--- src/rtl/if1_fetch_buffer_pkg.sv ---
// if1_fetch_buffer_pkg
// Shared definitions for the IF1 fetch buffer: the NOP encoding that replaces
// faulting instructions, the exception-code width and the packed layout of
// one buffered fetch entry (pc, pc_next, inst, excp, ecode = 103 bits).
package if1_fetch_buffer_pkg;

    localparam logic [31:0] INST_NOP = 32'h0340_0000;
    localparam int          ECODE_W  = 6;

    typedef struct packed {
        logic [31:0]        pc;
        logic [31:0]        pc_next;
        logic [31:0]        inst;
        logic               excp;
        logic [ECODE_W-1:0] ecode;
    } fetch_entry_t;

    // A faulting fetch never carries its (possibly garbage) instruction word
    // into decode; a NOP rides along with the exception instead.
    function automatic fetch_entry_t make_entry(
        input logic [31:0]        pc,
        input logic [31:0]        pc_next,
        input logic [31:0]        inst,
        input logic               excp,
        input logic [ECODE_W-1:0] ecode
    );
        fetch_entry_t e;
        e.pc      = pc;
        e.pc_next = pc_next;
        e.inst    = excp ? INST_NOP : inst;
        e.excp    = excp;
        e.ecode   = ecode;
        return e;
    endfunction

endpackage

--- src/rtl/if1_fetch_buffer_fetch_fifo_mem.sv ---
// fetch_fifo_mem
// DEPTH x 103-bit register array holding fetch entries.
// Ports:
//   clk, rst   clock and synchronous active-high reset (clears all entries)
//   we, waddr, wdata   single write port
//   raddr, rdata       asynchronous read port
module fetch_fifo_mem
    import if1_fetch_buffer_pkg::*;
#(
    parameter int DEPTH = 4,
    parameter int PTR_W = $clog2(DEPTH)
) (
    input  logic             clk,
    input  logic             rst,
    input  logic             we,
    input  logic [PTR_W-1:0] waddr,
    input  fetch_entry_t     wdata,
    input  logic [PTR_W-1:0] raddr,
    output fetch_entry_t     rdata
);

    fetch_entry_t mem_q [DEPTH];

    always_ff @(posedge clk) begin
        if (rst) begin
            for (int i = 0; i < DEPTH; i++) begin
                mem_q[i] <= '0;
            end
        end else if (we) begin
            mem_q[waddr] <= wdata;
        end
    end

    assign rdata = mem_q[raddr];

endmodule

--- src/rtl/if1_fetch_buffer.sv ---
// if1_fetch_buffer
// In-order fetch queue between the IF1 stage and decode.
// Ports:
//   clk, rst, flush                 clock, sync active-high reset, pipeline flush
//   in_valid/in_allowin, in_*       upstream beat (pc, pc_next, inst, excp, ecode)
//   out_valid/out_allowin, out_*    head entry presented to decode
//   count                           occupancy (0..DEPTH)
module if1_fetch_buffer
    import if1_fetch_buffer_pkg::*;
#(
    parameter int DEPTH = 4,
    parameter int PTR_W = $clog2(DEPTH)
) (
    input  logic               clk,
    input  logic               rst,
    input  logic               flush,
    input  logic               in_valid,
    output logic               in_allowin,
    input  logic [31:0]        in_pc,
    input  logic [31:0]        in_pc_next,
    input  logic [31:0]        in_inst,
    input  logic               in_excp,
    input  logic [ECODE_W-1:0] in_ecode,
    output logic               out_valid,
    input  logic               out_allowin,
    output logic [31:0]        out_pc,
    output logic [31:0]        out_pc_next,
    output logic [31:0]        out_inst,
    output logic               out_excp,
    output logic [ECODE_W-1:0] out_ecode,
    output logic [PTR_W:0]     count
);

    localparam logic [PTR_W:0] FULL_CNT = (PTR_W + 1)'(DEPTH);

    logic [PTR_W-1:0] wr_ptr_q, wr_ptr_d;
    logic [PTR_W-1:0] rd_ptr_q, rd_ptr_d;
    logic [PTR_W:0]   count_q, count_d;
    logic             enq, deq;
    fetch_entry_t     head;

    // Allowin looks only at registered occupancy, so a full buffer refuses a
    // beat even if decode drains the head in the same cycle.
    assign in_allowin = (count_q != FULL_CNT);
    assign out_valid  = (count_q != '0);
    assign enq        = in_valid & in_allowin;
    assign deq        = out_valid & out_allowin;

    always_comb begin
        wr_ptr_d = wr_ptr_q;
        rd_ptr_d = rd_ptr_q;
        count_d  = count_q;
        if (flush) begin
            wr_ptr_d = '0;
            rd_ptr_d = '0;
            count_d  = '0;
        end else begin
            if (enq) wr_ptr_d = wr_ptr_q + 1'b1;
            if (deq) rd_ptr_d = rd_ptr_q + 1'b1;
            case ({enq, deq})
                2'b10:   count_d = count_q + 1'b1;
                2'b01:   count_d = count_q - 1'b1;
                default: count_d = count_q;
            endcase
        end
    end

    always_ff @(posedge clk) begin
        if (rst) begin
            wr_ptr_q <= '0;
            rd_ptr_q <= '0;
            count_q  <= '0;
        end else begin
            wr_ptr_q <= wr_ptr_d;
            rd_ptr_q <= rd_ptr_d;
            count_q  <= count_d;
        end
    end

    fetch_fifo_mem #(
        .DEPTH (DEPTH),
        .PTR_W (PTR_W)
    ) u_mem (
        .clk   (clk),
        .rst   (rst),
        .we    (enq & ~flush),
        .waddr (wr_ptr_q),
        .wdata (make_entry(in_pc, in_pc_next, in_inst, in_excp, in_ecode)),
        .raddr (rd_ptr_q),
        .rdata (head)
    );

    assign out_pc      = head.pc;
    assign out_pc_next = head.pc_next;
    assign out_inst    = head.inst;
    assign out_excp    = head.excp;
    assign out_ecode   = head.ecode;
    assign count       = count_q;

endmodule

--- config.mk ---
export PLATFORM = sky130hd
export DESIGN_NAME = if1_fetch_buffer
export DESIGN_NICKNAME = d
export VERILOG_FILES = /design/src/rtl/if1_fetch_buffer_pkg.sv /design/src/rtl/if1_fetch_buffer_fetch_fifo_mem.sv /design/src/rtl/if1_fetch_buffer.sv
export SDC_FILE = /design/constraint.sdc
export NUM_CORES = 1
export LEC_CHECK = 0
export ABC_AREA = 1
export CORE_UTILIZATION = 52
export CTS_CLUSTER_DIAMETER = 30
export DETAILED_ROUTE_END_ITERATION = 8
export PLACE_DENSITY_LB_ADDON = 0.2
export SYNTH_ARGS = -nofsm -noshare
export SYNTH_HDL_FRONTEND = slang
export SYNTH_SLANG_ARGS = --single-unit
--- constraint.sdc ---
create_clock -name clk -period 10.7 [get_ports clk]
set_input_delay 1.07 -clock clk [delete_from_list [all_inputs] [get_ports clk]]
set_output_delay 1.07 -clock clk [all_outputs]
set_load 0.005 [all_outputs]
# Word-level counts from Yosys, hierarchy flattened
# Memories as Yosys holds them, arrays and structs flattened. A register that Yosys moved wholly into a read port is not among the register bits.
# Cells that the tools add are included.
# totals
out_inout_bits	108
rom_bits	0
input_bits	108
ff_bits	7
ram_bits	412
latchBits	0
n_memories	1
elab_cells	31
# memory_table
memory	words	word_bits	read_ports	rd_clocked_by_memory_dff	write_ports	line_no	text
u_mem.mem_q	4	103	1	1	4	if1_fetch_buffer_fetch_fifo_mem.sv:22	fetch_entry_t mem_q [DEPTH];
# classes
shifts	0
bitwise_logic	4
reduce_logical	4
eq_ne	3
order_cmp	0
n_mux	12
n_mul	0
div_mod_pow	0
addsub	4
# ops
op	n
two-way mux 103 bit	1
OR reduction 103 bit	1
two-way mux 32 bit	1
two-way mux 1 bit	6
two-way mux 2 bit	3
case mux 3 bit (2 select lines)	1
adder 2 x 1 -> 2 bit (second input constant)	2
adder 3 x 1 -> 3 bit (second input constant)	1
bitwise AND 1 bit	3
inequality test 3 bit (second input constant)	1
nonzero test 3 bit	1
subtractor 3 x 1 -> 3 bit (second input constant)	1
equality test 2 x 1 -> 1 bit (second input constant)	1
equality test 2 bit (second input constant)	1
nonzero test 2 bit	1
OR reduction 2 bit	1
NOT 1 bit	1

# Longest topological paths before layout
# logic_depth
depth_word	8
depth_mapped	12
mapped_depth_nobuf	12

# Hierarchy
# Synthesis repeated with hierarchy kept, for this count alone.
# unflattened
hier_cells	2321
area_unflattened_um2	20249.4
# modules_own_cells
mod	seq_area_each_um2	instances	area_per_inst_um2	cells_each
fetch_fifo_mem	12371.9	1	19587.5	2199
if1_fetch_buffer	140.1	1	661.9	122

# Worst setup path after synthesis
# OpenSTA, ideal clock, no wires.
# synth_timing
path_type	input to register
from	input flush
to	memory u_mem.mem_q[1][0] in the netlist's numbering, enable pin
setup_slack_ps	1294
path_stages	3
required_time_ps	9993
t_arrival_ps	8698
setup_time_ps	707
n_path_buf	0
path_cell_list	nor2_4 nand4_1 o21ai_0
# synth_lines
item	line_no	text
start: declaration	if1_fetch_buffer.sv:16	input logic flush,
end: declaration	if1_fetch_buffer_fetch_fifo_mem.sv:22	

==> run_results.csv <==
group,metric,value,unit
placement,dp_hpwl,24.22,mm
yosys,yosysWarnings,0,
floorplan,io_pins,216,
routing,ant_nets,0,
placement,dp.cells,2253,
finish,area_growth_syn_to_layout,27.11,%
cts,clockBufferDepth,3,
cts,clk_latency,570,ps
worst_setup_path,cp_slowest_stage_delay,1100,ps
power,pwr-share-seq,0.424,
power,switching_share,0.2182,
global_routing,grt_pass1_vias,13090,
routing,wirelength,45.30,mm
placement,io_buffer_count,215,
worst_setup_path,crit_path_start_kind,"register",
yosys,ys_ff_latch,421,
power,comb_power_share,0.063,
power,power.total,4.508,mW
timing,rsz0062_at_grt,"no",
floorplan,die_w,188.1,um
routing,drc,0,
global_routing,grt_pass1_wl,70.63,mm
finish,fillCellCount,2489,
cts,cts-root-buf,"clkbuf_16",
yosys,netlist_instances,1691,
timing,slew_headroom,0.2041,
timing,fmax,0.1934,GHz
floorplan,initial_core_util,0.5331,
yosys,syn_nets,1801,
worst_setup_path,worst_ep_required_time,9630,ps
finish,drive_above_1_share,0.07934,
timing,tns,0,ps
cts,cts_setup_buffers,0,
floorplan,rows,67,
worst_setup_path,critPathMaxFanout,104,
outcome,status,"complete, no violations",
timing,min_period,5171,ps
yosys,syn_avg_cell_area,10.65,sq um
power,p_sw,0.9833,mW
cts,cts_sinks,421,
routing,drt-initial-drc-count,1220,
placement,detailed_place.area,20380,sq um
power,ir_drop,0.1310,mV
placement,pre_cts_ws,6037,ps
timing,whs,490.8,ps
timing,fin_ws,5529,ps
routing,dr.pass1.iters,5,
finish,fin_util,0.6776,
worst_setup_path,cp_top_family,"buffers and inverters",
worst_setup_path,cp_num_buf_inv,3,
timing,fin_crit_sh,0.4832,
floorplan,die_h,188.1,um
global_routing,grt_antenna_before_repair,4,
power,p_clk_frac,0.513,
global_routing,grt_max_degree,114,
worst_setup_path,crit_chain,"clkinv_2, buf_4, o21ai_0, o22ai_1, clkdlybuf4s50_1",
finish,regArea,12560,sq um
timing,finalSetupViolations,0,
cts,cts_resized,0,
timing,slew_viol_final,0,
cts,h-tree-depth,3,
yosys,ys_seq_area_frac,0.6970,
worst_setup_path,arrival,4100,ps
worst_setup_path,slowest_stage,"dfxtp_4",
floorplan,core,33780,sq um
power,p_int,3.524,mW
finish,final_cell_count_no_fill,2391,
routing,wl_per_cell,18.95,um
cts,postCtsHoldBufs,0,
finish,final_cell_area,22890,sq um
yosys,synth_area,18010,sq um
cts,cts_made_buffers,78,
worst_hold_path,worst_hold_path_type,"register to register",
yosys,synth_cell_type_count,24,
cts,clk_pin_slew,40,ps
power,powerDensity,196.9,nW/um^2
worst_setup_path,crit_type,"register to output pin",
placement,gp_congestion,0.7648,
floorplan,die_area,35380,sq um
timing,tightest_slew,1194,ps
power,leakage,9.003,nW
finish,multi_input_area,4451,sq um
global_routing,overflow,0,
global_routing,track_usage,0.2576,
routing,viasPerCell,5.503,
cts,cts_tree,"yes",
timing,fin_skew,21.23,ps
routing,num_vias,13160,
run,drv_cap,0,
timing,hold_viol_final,0,
worst_setup_path,endpoint_kind,"output pin",
finish,fin_nets,1995,
## placed cells by master, fill, tap and decap left out
| cell type | count |
|---|---|
| dfxtp_4 | 2 |
| nor3_1 | 9 |
| inv_1 | 141 |
| fa_1 | 1 |
| clkinvlp_4 | 6 |
| edfxtp_1 | 412 |
| clkbuf_16 | 82 |
| clkinv_8 | 1 |
| o22ai_1 | 103 |
| clkinv_1 | 8 |
| bufinv_16 | 5 |
| nor2_1 | 551 |
| inv_4 | 1 |
| clkinv_2 | 14 |
| nand2_4 | 4 |
| clkbuf_1 | 8 |
| inv_6 | 9 |
| buf_4 | 14 |
| ha_1 | 1 |
| nor2_4 | 2 |
| clkdlybuf4s50_1 | 215 |
| dfxtp_1 | 7 |
| clkinv_4 | 5 |
| a21oi_1 | 4 |
| diode_2 | 2 |
| nand2_1 | 111 |
| nand4_1 | 3 |
| nand2_2 | 2 |
| o21ai_0 | 211 |
| nand3_1 | 2 |
| o21ai_4 | 1 |
| or2_2 | 2 |
| a21oi_2 | 1 |
| inv_2 | 2 |
| nand4_4 | 1 |
## power groups by stage
stage | combinational (mW) | sequential (mW) | clock [mW]
global route | 0.308 | 1.92 | 2.41
finish | 0.285 | 1.91 | 2.31
global placement | 0.284 | 1.94 | 0
floorplan | 0.126 | 1.95 | 0
CTS | 0.288 | 1.91 | 2.33
detailed placement | 0.286 | 1.94 | 0
## worst paths after layout
path                       startpoint                                to  slack [ps]  depth (start not counted)
max reg2reg     count[0]$_SDFFE_PP0P_  u_mem.mem_q[0][64]$_SDFFCE_PN0P_        7390                          5
max                          register                         out_pc[7]        5530                          5
min          rd_ptr_q[1]$_SDFFE_PP0P_                          register         490                          2
min reg2reg  rd_ptr_q[1]$_SDFFE_PP0P_                          register         490                          2
## synthesized netlist by cell type
| master | instances | area [sq um] |
|---|---|---|
| a21oi_1 | 4 | 20.02 |
| a21oi_2 | 1 | 8.760 |
| buf_2 | 29 | 145.1 |
| buf_4 | 2 | 15.01 |
| buf_6 | 4 | 45.04 |
| clkbuf_1 | 77 | 289.0 |
| clkbuf_2 | 3 | 15.01 |
| dfxtp_1 | 9 | 180.2 |
| edfxtp_1 | 412 | 12370 |
| fa_1 | 1 | 20.02 |
| ha_1 | 1 | 12.51 |
| inv_1 | 143 | 536.8 |
| inv_2 | 3 | 11.26 |
| nand2_1 | 115 | 431.7 |
| nand2_2 | 2 | 12.51 |
| nand3_1 | 2 | 10.01 |
| nand4_1 | 3 | 18.77 |
| nand4_2 | 1 | 12.51 |
| nor2_1 | 551 | 2068 |
| nor2_4 | 2 | 22.52 |
| nor3_1 | 9 | 45.04 |
| o21ai_0 | 212 | 1061 |
| o22ai_1 | 103 | 644.4 |
| or2_2 | 2 | 12.51 |
## flip-flops by register name, indices dropped and copies added, names as in the netlist, named ones only
name and cells:
wr_ptr_q 2, count 3, u_mem.mem_q 412, rd_ptr_q 2
## kinds of logic (layout without fill, tap and decap cells)
| logic type | count (synthesis) | in the layout | share of synthesized area |
|---|---|---|---|
| adder cells (fa/ha/maj) | 2 | 2 | 0.001806 |
| AND/OR/NAND/NOR | 687 | 687 | 0.1462 |
| AO/OA/AOI/OAI | 320 | 320 | 0.09629 |
| other | 0 | 2 | 0 |
| flip-flops | 421 | 421 | 0.6970 |
| buffers and inverters | 261 | 511 | 0.05870 |
## worst min-delay path, cell delays in order (launching register included)
cell and delay, ps:
dfxtp_1 310, nand2_1 70, a21oi_1 60
## layout make-up
cell class,count,area share
Tap cell,448,0.02449
Multi-Input combinational cell,1009,0.1944
Inverter,146,0.02432
Sequential cell,421,0.5486
Timing Repair Buffer,229,0.09860
Antenna cell,2,0.0002186
Clock buffer,90,0.09095
Clock inverter,46,0.01836
## layer usage
metal | vias up | routed length (um) | track usage
li1 | 6153 | - | -
met3 | 66 | 3420 | 0.04604
met2 | 550 | 21910 | 0.4261
met4 | 4 | 958 | 0.08255
met5 | - | 25 | 0
met1 | 6385 | 18980 | 0.3461
Note: power is estimated with default switching activity, not from simulation.
